File: src/rtl/mem_arbiter.sv
// mem_arbiter: round-robin arbiter between I-cache and D-cache block requests.
// Sequences one memory transaction at a time, with timeout and sticky error.
module mem_arbiter #(
  parameter int AWIDTH  = 23,
  parameter int DWIDTH  = 128,
  parameter int TIMEOUT = 64
) (
  input  logic              clk,
  input  logic              rst,
  input  logic              ic_req,
  input  logic [AWIDTH-1:0] ic_addr,
  output logic [DWIDTH-1:0] ic_rdata,
  output logic              ic_done,
  input  logic              dc_req,
  input  logic              dc_we,
  input  logic [AWIDTH-1:0] dc_addr,
  input  logic [DWIDTH-1:0] dc_wdata,
  output logic [DWIDTH-1:0] dc_rdata,
  output logic              dc_done,
  output logic              mem_rden,
  output logic              mem_wren,
  output logic [AWIDTH-1:0] mem_addr,
  output logic [DWIDTH-1:0] mem_wdata,
  input  logic [DWIDTH-1:0] mem_rdata,
  input  logic              mem_ready,
  output logic              err
);

  localparam int CW = (TIMEOUT > 2) ? $clog2(TIMEOUT) : 1;
  localparam logic [CW-1:0] CNT_LAST = CW'(TIMEOUT - 1);

  typedef enum logic [1:0] {
    IDLE = 2'd0,
    BUSY = 2'd1,
    DONE = 2'd2
  } state_e;

  state_e state_q, state_d;

  logic              last_dc_q, last_dc_d;
  logic              own_dc_q, own_dc_d;
  logic              we_q, we_d;
  logic [CW-1:0]     cnt_q, cnt_d;
  logic [AWIDTH-1:0] addr_q, addr_d;
  logic [DWIDTH-1:0] wdata_q, wdata_d;
  logic [DWIDTH-1:0] ic_rdata_q, ic_rdata_d;
  logic [DWIDTH-1:0] dc_rdata_q, dc_rdata_d;
  logic              ic_done_q, ic_done_d;
  logic              dc_done_q, dc_done_d;
  logic              rden_q, rden_d;
  logic              wren_q, wren_d;
  logic              err_q, err_d;

  logic any_req;
  logic pick_dc;
  logic win_we;
  logic in_busy;
  logic fin_ok;
  logic fin_tmo;

  // Ties go to the port that did not win last time.
  assign any_req = ic_req | dc_req;
  assign pick_dc = dc_req & (~ic_req | ~last_dc_q);
  assign win_we  = pick_dc & dc_we;
  assign in_busy = (state_q == BUSY);
  assign fin_ok  = in_busy & mem_ready;
  assign fin_tmo = in_busy & ~mem_ready & (cnt_q == CNT_LAST);

  always_ff @(posedge clk) begin
    if (rst) begin
      state_q <= IDLE;
    end else begin
      state_q <= state_d;
    end
  end

  always_comb begin
    state_d = state_q;
    case (state_q)
      IDLE: begin
        if (any_req) state_d = BUSY;
      end
      BUSY: begin
        if (fin_ok | fin_tmo) state_d = DONE;
      end
      DONE: begin
        state_d = IDLE;
      end
      default: begin
        state_d = IDLE;
      end
    endcase
  end

  always_comb begin
    last_dc_d  = last_dc_q;
    own_dc_d   = own_dc_q;
    we_d       = we_q;
    cnt_d      = cnt_q;
    addr_d     = addr_q;
    wdata_d    = wdata_q;
    ic_rdata_d = ic_rdata_q;
    dc_rdata_d = dc_rdata_q;
    ic_done_d  = 1'b0;
    dc_done_d  = 1'b0;
    rden_d     = 1'b0;
    wren_d     = 1'b0;
    err_d      = err_q;
    case (state_q)
      IDLE: begin
        if (any_req) begin
          last_dc_d = pick_dc;
          own_dc_d  = pick_dc;
          we_d      = win_we;
          cnt_d     = '0;
          addr_d    = pick_dc ? dc_addr : ic_addr;
          wdata_d   = pick_dc ? dc_wdata : '0;
          rden_d    = ~win_we;
          wren_d    = win_we;
        end
      end
      BUSY: begin
        cnt_d = cnt_q + 1'b1;
        if (fin_ok | fin_tmo) begin
          ic_done_d = ~own_dc_q;
          dc_done_d = own_dc_q;
          if (fin_tmo) begin
            err_d = 1'b1;
            if (own_dc_q) dc_rdata_d = '0;
            else          ic_rdata_d = '0;
          end else if (!we_q) begin
            if (own_dc_q) dc_rdata_d = mem_rdata;
            else          ic_rdata_d = mem_rdata;
          end
        end else begin
          rden_d = ~we_q;
          wren_d = we_q;
        end
      end
      default: begin
      end
    endcase
  end

  always_ff @(posedge clk) begin
    if (rst) begin
      last_dc_q  <= 1'b0;
      own_dc_q   <= 1'b0;
      we_q       <= 1'b0;
      cnt_q      <= '0;
      addr_q     <= '0;
      wdata_q    <= '0;
      ic_rdata_q <= '0;
      dc_rdata_q <= '0;
      ic_done_q  <= 1'b0;
      dc_done_q  <= 1'b0;
      rden_q     <= 1'b0;
      wren_q     <= 1'b0;
      err_q      <= 1'b0;
    end else begin
      last_dc_q  <= last_dc_d;
      own_dc_q   <= own_dc_d;
      we_q       <= we_d;
      cnt_q      <= cnt_d;
      addr_q     <= addr_d;
      wdata_q    <= wdata_d;
      ic_rdata_q <= ic_rdata_d;
      dc_rdata_q <= dc_rdata_d;
      ic_done_q  <= ic_done_d;
      dc_done_q  <= dc_done_d;
      rden_q     <= rden_d;
      wren_q     <= wren_d;
      err_q      <= err_d;
    end
  end

  assign ic_rdata  = ic_rdata_q;
  assign ic_done   = ic_done_q;
  assign dc_rdata  = dc_rdata_q;
  assign dc_done   = dc_done_q;
  assign mem_rden  = rden_q;
  assign mem_wren  = wren_q;
  assign mem_addr  = addr_q;
  assign mem_wdata = wdata_q;
  assign err       = err_q;

endmodule

File: config.mk
export PLATFORM = sky130hd
export DESIGN_NAME = mem_arbiter
export DESIGN_NICKNAME = d
export VERILOG_FILES = /design/src/rtl/mem_arbiter.sv
export SDC_FILE = /design/constraint.sdc
export NUM_CORES = 1
export LEC_CHECK = 0
export BUFFER_PORTS_ARGS = -buffer_cell sky130_fd_sc_hd__buf_4
export CORE_AREA = 2 2 283 285
export CTS_CLUSTER_SIZE = 12
export DETAILED_ROUTE_END_ITERATION = 10
export DIE_AREA = 0 0 285 287
export PLACE_DENSITY = 0.52
export SYNTH_ARGS = -nofsm -noshare
export SYNTH_HDL_FRONTEND = slang
export SYNTH_SLANG_ARGS = --single-unit
File: constraint.sdc
create_clock -name clk -period 2.25 [get_ports clk]
set_input_delay 0.1125 -clock clk [delete_from_list [all_inputs] [get_ports clk]]
set_output_delay 0.1125 -clock clk [all_outputs]
set_load 0.05 [all_outputs]
Word-level counts from Yosys, hierarchy flattened --
Index checks and enable logic that the tools add are counted.
Storage, ports and cells: flip-flop bits (word level) 422, input bits 308, output and inout bits 412, word-level logic and storage cells 68
Operators by class: $add $sub $neg 1, eq/ne operators 8, mux-type cells 21, bitwise logic cells 15, reductions and logical operators 10
Operator list (count):
- $mux W128 | 9
- $mux W23 | 1
- $pmux W6 S2 | 1
- $reduce_and A5 Y1 | 2
- $not A1 Y1 | 7
- $add A6 B1 Y6 const B | 1
- $eq A6 B6 Y1 const B | 1
- $mux W6 | 1
- $ne A2 B1 Y1 const B | 3
- $ne A2 B2 Y1 const B | 3
- $reduce_and A2 Y1 | 3
- $and A1 B1 Y1 | 5
- $mux W1 | 4
- $mux W2 | 2
- $pmux W1 S2 | 2
- $pmux W2 S2 | 1
- $reduce_bool A2 Y1 | 2
- $or A1 B1 Y1 | 3
- $reduce_and A3 Y1 | 1
- $reduce_or A3 Y1 | 1
- $eq A2 B1 Y1 const B | 1
- $logic_not A2 Y1 | 1

Logic depth before layout (Yosys ltp) --
word-level depth 7, mapped depth 8, mapped depth without buffers 5

Worst setup path after synthesis --
Ideal clock, no wire load.
path kind reg-to-reg, start register cnt_q[0], end register ic_rdata_q[107], in the netlist ic_rdata[107], library setup time 0.072 ns, arrival time 1.585 ns, data required time 2.178 ns, slack 0.594 ns, stages on the path, launching flop included 8, buffers on the path 2, clock period less this slack 1.656 ns, cell sequence dfxtp_1 -> ha_1 -> and3_1 -> nand3_1 -> a21oi_1 -> buf_4 -> buf_6 -> mux2i_1
Between the ends: longest elaborated chain between the ends 4, elaborated cells on any way between the ends 7, those cells by class eq/ne: 3; mux: 1; bitwise: 2; reduce/logical: 1
RTL lines:
- from (decl) | RTL line 43 | logic [CW-1:0] cnt_q, cnt_d;
- from (signal assigned) | RTL line 164 | cnt_q <= cnt_d;
- $eq A6 B6 Y1 (*) | RTL line 67 | assign fin_tmo = in_busy & ~mem_ready & (cnt_q == CNT_LAST);
- $and A1 B1 Y1 (*) | RTL line 67
- $ne A2 B1 Y1 (no line), or another cell as far along
- $reduce_and A5 Y1 (no line)
- to (signal assigned) | RTL line 167 | ic_rdata_q <= ic_rdata_d;
- to (decl) | RTL line 46 | logic [DWIDTH-1:0] ic_rdata_q, ic_rdata_d;
Every way passes the cells marked *; elsewhere a longest branch is shown, timed or not. A chain may end at the register's enable or synchronous reset.

Worst setup path in the final report --
start register cnt_q[0], end register ic_rdata_q[31], in the netlist ic_rdata[31]
The elaborated chain is that of the path after synthesis.

==> impl_metrics.xml <==
<?xml version="1.0" encoding="UTF-8"?>
<metrics>
  <group name="global_route">
    <metric name="grt_start_max_net_pins" unit="">175</metric>
    <metric name="global_route_wire_length_before_repair" unit="microns">91000</metric>
    <metric name="grt_use_total" unit="%">13.9</metric>
    <metric name="grt.overflow.total" unit="">0</metric>
    <metric name="first_global_vias" unit="">16000</metric>
    <metric name="grt_antenna_before_repair" unit="">0</metric>
  </group>
  <group name="worst_setup_path">
    <metric name="setup.worst_path.start_class" unit="">register</metric>
    <metric name="cp_data_arrival_time" unit="ns">2.55</metric>
    <metric name="end_kind" unit="">register</metric>
    <metric name="path_max_fanout" unit="">26</metric>
    <metric name="crit_type" unit="">reg -&gt; reg</metric>
    <metric name="crit_required" unit="ns">2.74</metric>
  </group>
  <group name="floorplan">
    <metric name="row_count" unit="">103</metric>
    <metric name="ioPinCount" unit="">720</metric>
    <metric name="fp.dieW" unit="microns">285</metric>
    <metric name="chipHeight" unit="microns">287</metric>
    <metric name="die_area" unit="sq um">81800</metric>
    <metric name="total_core_area" unit="sq um">78600</metric>
    <metric name="start_util" unit="%">20.5</metric>
  </group>
  <group name="clock_network">
    <metric name="h-tree-depth" unit="">2</metric>
    <metric name="clock_insertion_delay_worst_skew" unit="ns">0.58</metric>
    <metric name="path_clk_slew" unit="ns">0.06</metric>
    <metric name="post-cts-setup-buffers" unit="">0</metric>
    <metric name="tritoncts" unit="">built</metric>
    <metric name="clock_path_buffers" unit="">3</metric>
    <metric name="cts_root_buf" unit="">clkbuf_16</metric>
    <metric name="cts_inserted_buffers" unit="">50</metric>
    <metric name="tritoncts_num_sinks" unit="">422</metric>
  </group>
  <group name="placement">
    <metric name="numPortBuffers" unit="">719</metric>
    <metric name="dp_cells" unit="">3259</metric>
    <metric name="hpwl" unit="microns">43200</metric>
    <metric name="finalWeightedCongestion" unit="">0.859</metric>
    <metric name="pre_cts_slack" unit="ns">0.140</metric>
  </group>
  <group name="final_layout">
    <metric name="layout.area.seq" unit="sq um">8450</metric>
    <metric name="multiInputGateArea" unit="sq um">6980</metric>
    <metric name="final.fill_count" unit="">7861</metric>
    <metric name="finalNetCount" unit="">2876</metric>
    <metric name="insertedDiodeCount" unit="">0</metric>
    <metric name="area_delta_synth_final" unit="%">70.4</metric>
    <metric name="layout-drive-gt1-share" unit="%">32.5</metric>
    <metric name="final-instance-count-excl-fill" unit="">3654</metric>
  </group>
  <group name="flow_run">
    <metric name="cap_violations" unit="">0</metric>
  </group>
  <group name="sta">
    <metric name="timing.setup.tns" unit="ns">0</metric>
    <metric name="clock_skew" unit="ns">0.0225</metric>
    <metric name="worst-slew-pin-transition" unit="ns">0.774</metric>
    <metric name="setup_violations" unit="">0</metric>
    <metric name="report.final.hold_viol_count" unit="">0</metric>
    <metric name="postLayoutSetupSlackWorst" unit="ns">0.186</metric>
    <metric name="post-route-min-period" unit="ns">2.06</metric>
    <metric name="timing.max_slew.rel_slack" unit="%">48.4</metric>
    <metric name="timing_max_transition_violations_final" unit="">0</metric>
    <metric name="setup_repair_after_global_routing_missed_its_margin" unit="">no</metric>
    <metric name="post-route-period-util" unit="%">91.7</metric>
    <metric name="fmaxAchievable" unit="GHz">0.485</metric>
  </group>
  <group name="synthesis">
    <metric name="postSynth.asyncResetShare" unit="%">0</metric>
    <metric name="synthesis.yosys.warnings" unit="">0</metric>
    <metric name="synth.avg_cell_area" unit="sq um">10.2</metric>
    <metric name="synth-seq-area-share" unit="%">52.5</metric>
    <metric name="ys_seq_elements" unit="">422</metric>
    <metric name="cell_area_synth" unit="sq um">16100</metric>
    <metric name="yosysUniqueCellTypes" unit="">34</metric>
    <metric name="synth-edff-count" unit="">0</metric>
    <metric name="syn-instance-count" unit="">1573</metric>
    <metric name="synth_nets" unit="">1882</metric>
    <metric name="synth_flop_cell" unit="">dfxtp_1</metric>
  </group>
  <group name="routing">
    <metric name="drtAntennaViolNets" unit="">0</metric>
    <metric name="routedWlPerCell" unit="microns">16.5</metric>
    <metric name="drt_drc_violations_left" unit="">0</metric>
    <metric name="first_pass_iters" unit="">5</metric>
    <metric name="drtIter0Drc" unit="">678</metric>
    <metric name="detail_route.wirelength" unit="microns">60300</metric>
    <metric name="avgViaCountPerCell" unit="">4.12</metric>
    <metric name="dr_total_vias" unit="">15100</metric>
  </group>
  <group name="outcome">
    <metric name="outcome" unit="">finished clean</metric>
  </group>
  <group name="power_and_ir_drop">
    <metric name="total_leakage_power" unit="nW">12.5</metric>
    <metric name="report.power.total" unit="W">0.0203</metric>
    <metric name="p_per_area" unit="nW/um^2">740</metric>
    <metric name="worst_ir_drop_vdd" unit="uV">587</metric>
  </group>
  <group name="min_path">
    <metric name="min-delay-path-class" unit="">in -&gt; reg</metric>
  </group>
</metrics>
registers in the layout (all words and copies together), names as in the netlist, 2 cells and up:
name	flops
dc_rdata	128
ic_rdata	128
mem_wdata	128
mem_addr	23
cnt_q	6
state_q	2
placed cells by master, fill, tap and decap left out, types with 2 or more instances in the layout:
| cell | instances |
|---|---|
| clkbuf_16 | 51 |
| a22oi_1 | 131 |
| nor2_1 | 161 |
| and2_1 | 2 |
| buf_12 | 19 |
| clkinv_2 | 6 |
| dfxtp_1 | 422 |
| mux2i_1 | 279 |
| nand3_1 | 2 |
| clkbuf_8 | 14 |
| dlygate4sd3_1 | 306 |
| nand3b_1 | 2 |
| bufinv_16 | 2 |
| a21oi_1 | 8 |
| buf_4 | 743 |
| nand2_1 | 131 |
| clkbuf_1 | 14 |
| a211oi_1 | 24 |
| nand2b_1 | 257 |
| nor3_1 | 4 |
| o21ai_0 | 3 |
metal layers:
| metal | vias up | wire length (microns) | GRT usage, % |
|---|---|---|---|
| met5 | - | 0 | 0 |
| met4 | 0 | 2180 | 5.33 |
| met3 | 107 | 4520 | 4.04 |
| met2 | 567 | 29900 | 24.8 |
| met1 | 7065 | 23700 | 15.6 |
| li1 | 7317 | - | - |
stage by stage:
stage,hold WS (ns),area (sq um),utilization (%)
3_5_place_dp,0.368,22700,28.9
5_1_grt,0.104,27400,34.9
4_1_cts,0.0971,27400,34.9
3_3_place_gp,0.359,22700,28.9
2_1_floorplan,0.274,16100,-
6_report,0.119,27400,34.9
cell usage after synthesis (2+ instances only):
library cell / count / share of area, %
o21ai_0: 3 / 0.093
nand2b_1: 257 / 10
a211oi_1: 24 / 1.1
and2_1: 3 / 0.12
buf_2: 30 / 0.93
mux2i_1: 279 / 17
nand2_1: 131 / 3.1
nor3_1: 4 / 0.12
clkbuf_1: 59 / 1.4
nor2_1: 161 / 3.8
nand3_1: 3 / 0.093
dfxtp_1: 422 / 53
a22oi_1: 131 / 6.1
nand3b_1: 2 / 0.093
buf_4: 22 / 1.0
buf_6: 16 / 1.1
a21oi_1: 9 / 0.28
worst paths after layout:
kind / startpoint / endpoint / slack, ns / depth (start not counted)
setup / recovery: cnt_q[0] / ic_rdata[31] / 0.19 / 7
hold / removal: mem_rdata[42] / dc_rdata[42] / 0.12 / 3
setup reg to reg: cnt_q[0] / ic_rdata[31] / 0.19 / 7
hold reg to reg: err / err / 0.47 / 2
logic make-up (layout without fill, tap and decap cells):
| group | Yosys count | after routing | synth area share (%) |
|---|---|---|---|
| simple gates | 568 | 568 | 17.6 |
| flops | 422 | 422 | 52.5 |
| mux | 279 | 279 | 17.4 |
| compound gates | 175 | 175 | 7.99 |
| buf+inv | 128 | 1159 | 4.48 |
| fa+ha+maj | 1 | 1 | 0.0778 |
critical path, cell delays in order, from the launching register on:
cell and delay [ns]:
dfxtp_1 0.38, ha_1 0.23, and3_1 0.30, nand3_2 0.17, a21oi_4 0.23, buf_12 0.20
buf_12 0.22, mux2i_1 0.22
repair_timing:
action / in CTS / in global routing
gates resized for setup: 0 / 1
hold endpoints to repair: 419 / 0
hold buffers: 306 / 0
setup endpoints to repair: 0 / 2
cell type report:
cell class	instances	area share [%]
tap	1050	4.79
sequential	422	30.8
clock buffer	79	5.55
multi-input combinational	1023	25.5
clock inverter	10	0.388
timing repair buffer	1069	33.0
inverter	1	0.0137
where the power goes:
group / internal [W] / leakage (nW) / switching [W]
sequential: 0.00784 / 3.43 / 0.000225
clock: 0.00483 / 0.802 / 0.00320
combinational: 0.00173 / 8.24 / 0.00246
total: 0.0144 / 12.5 / 0.00588
Note: power is estimated with default switching activity, not from simulation.
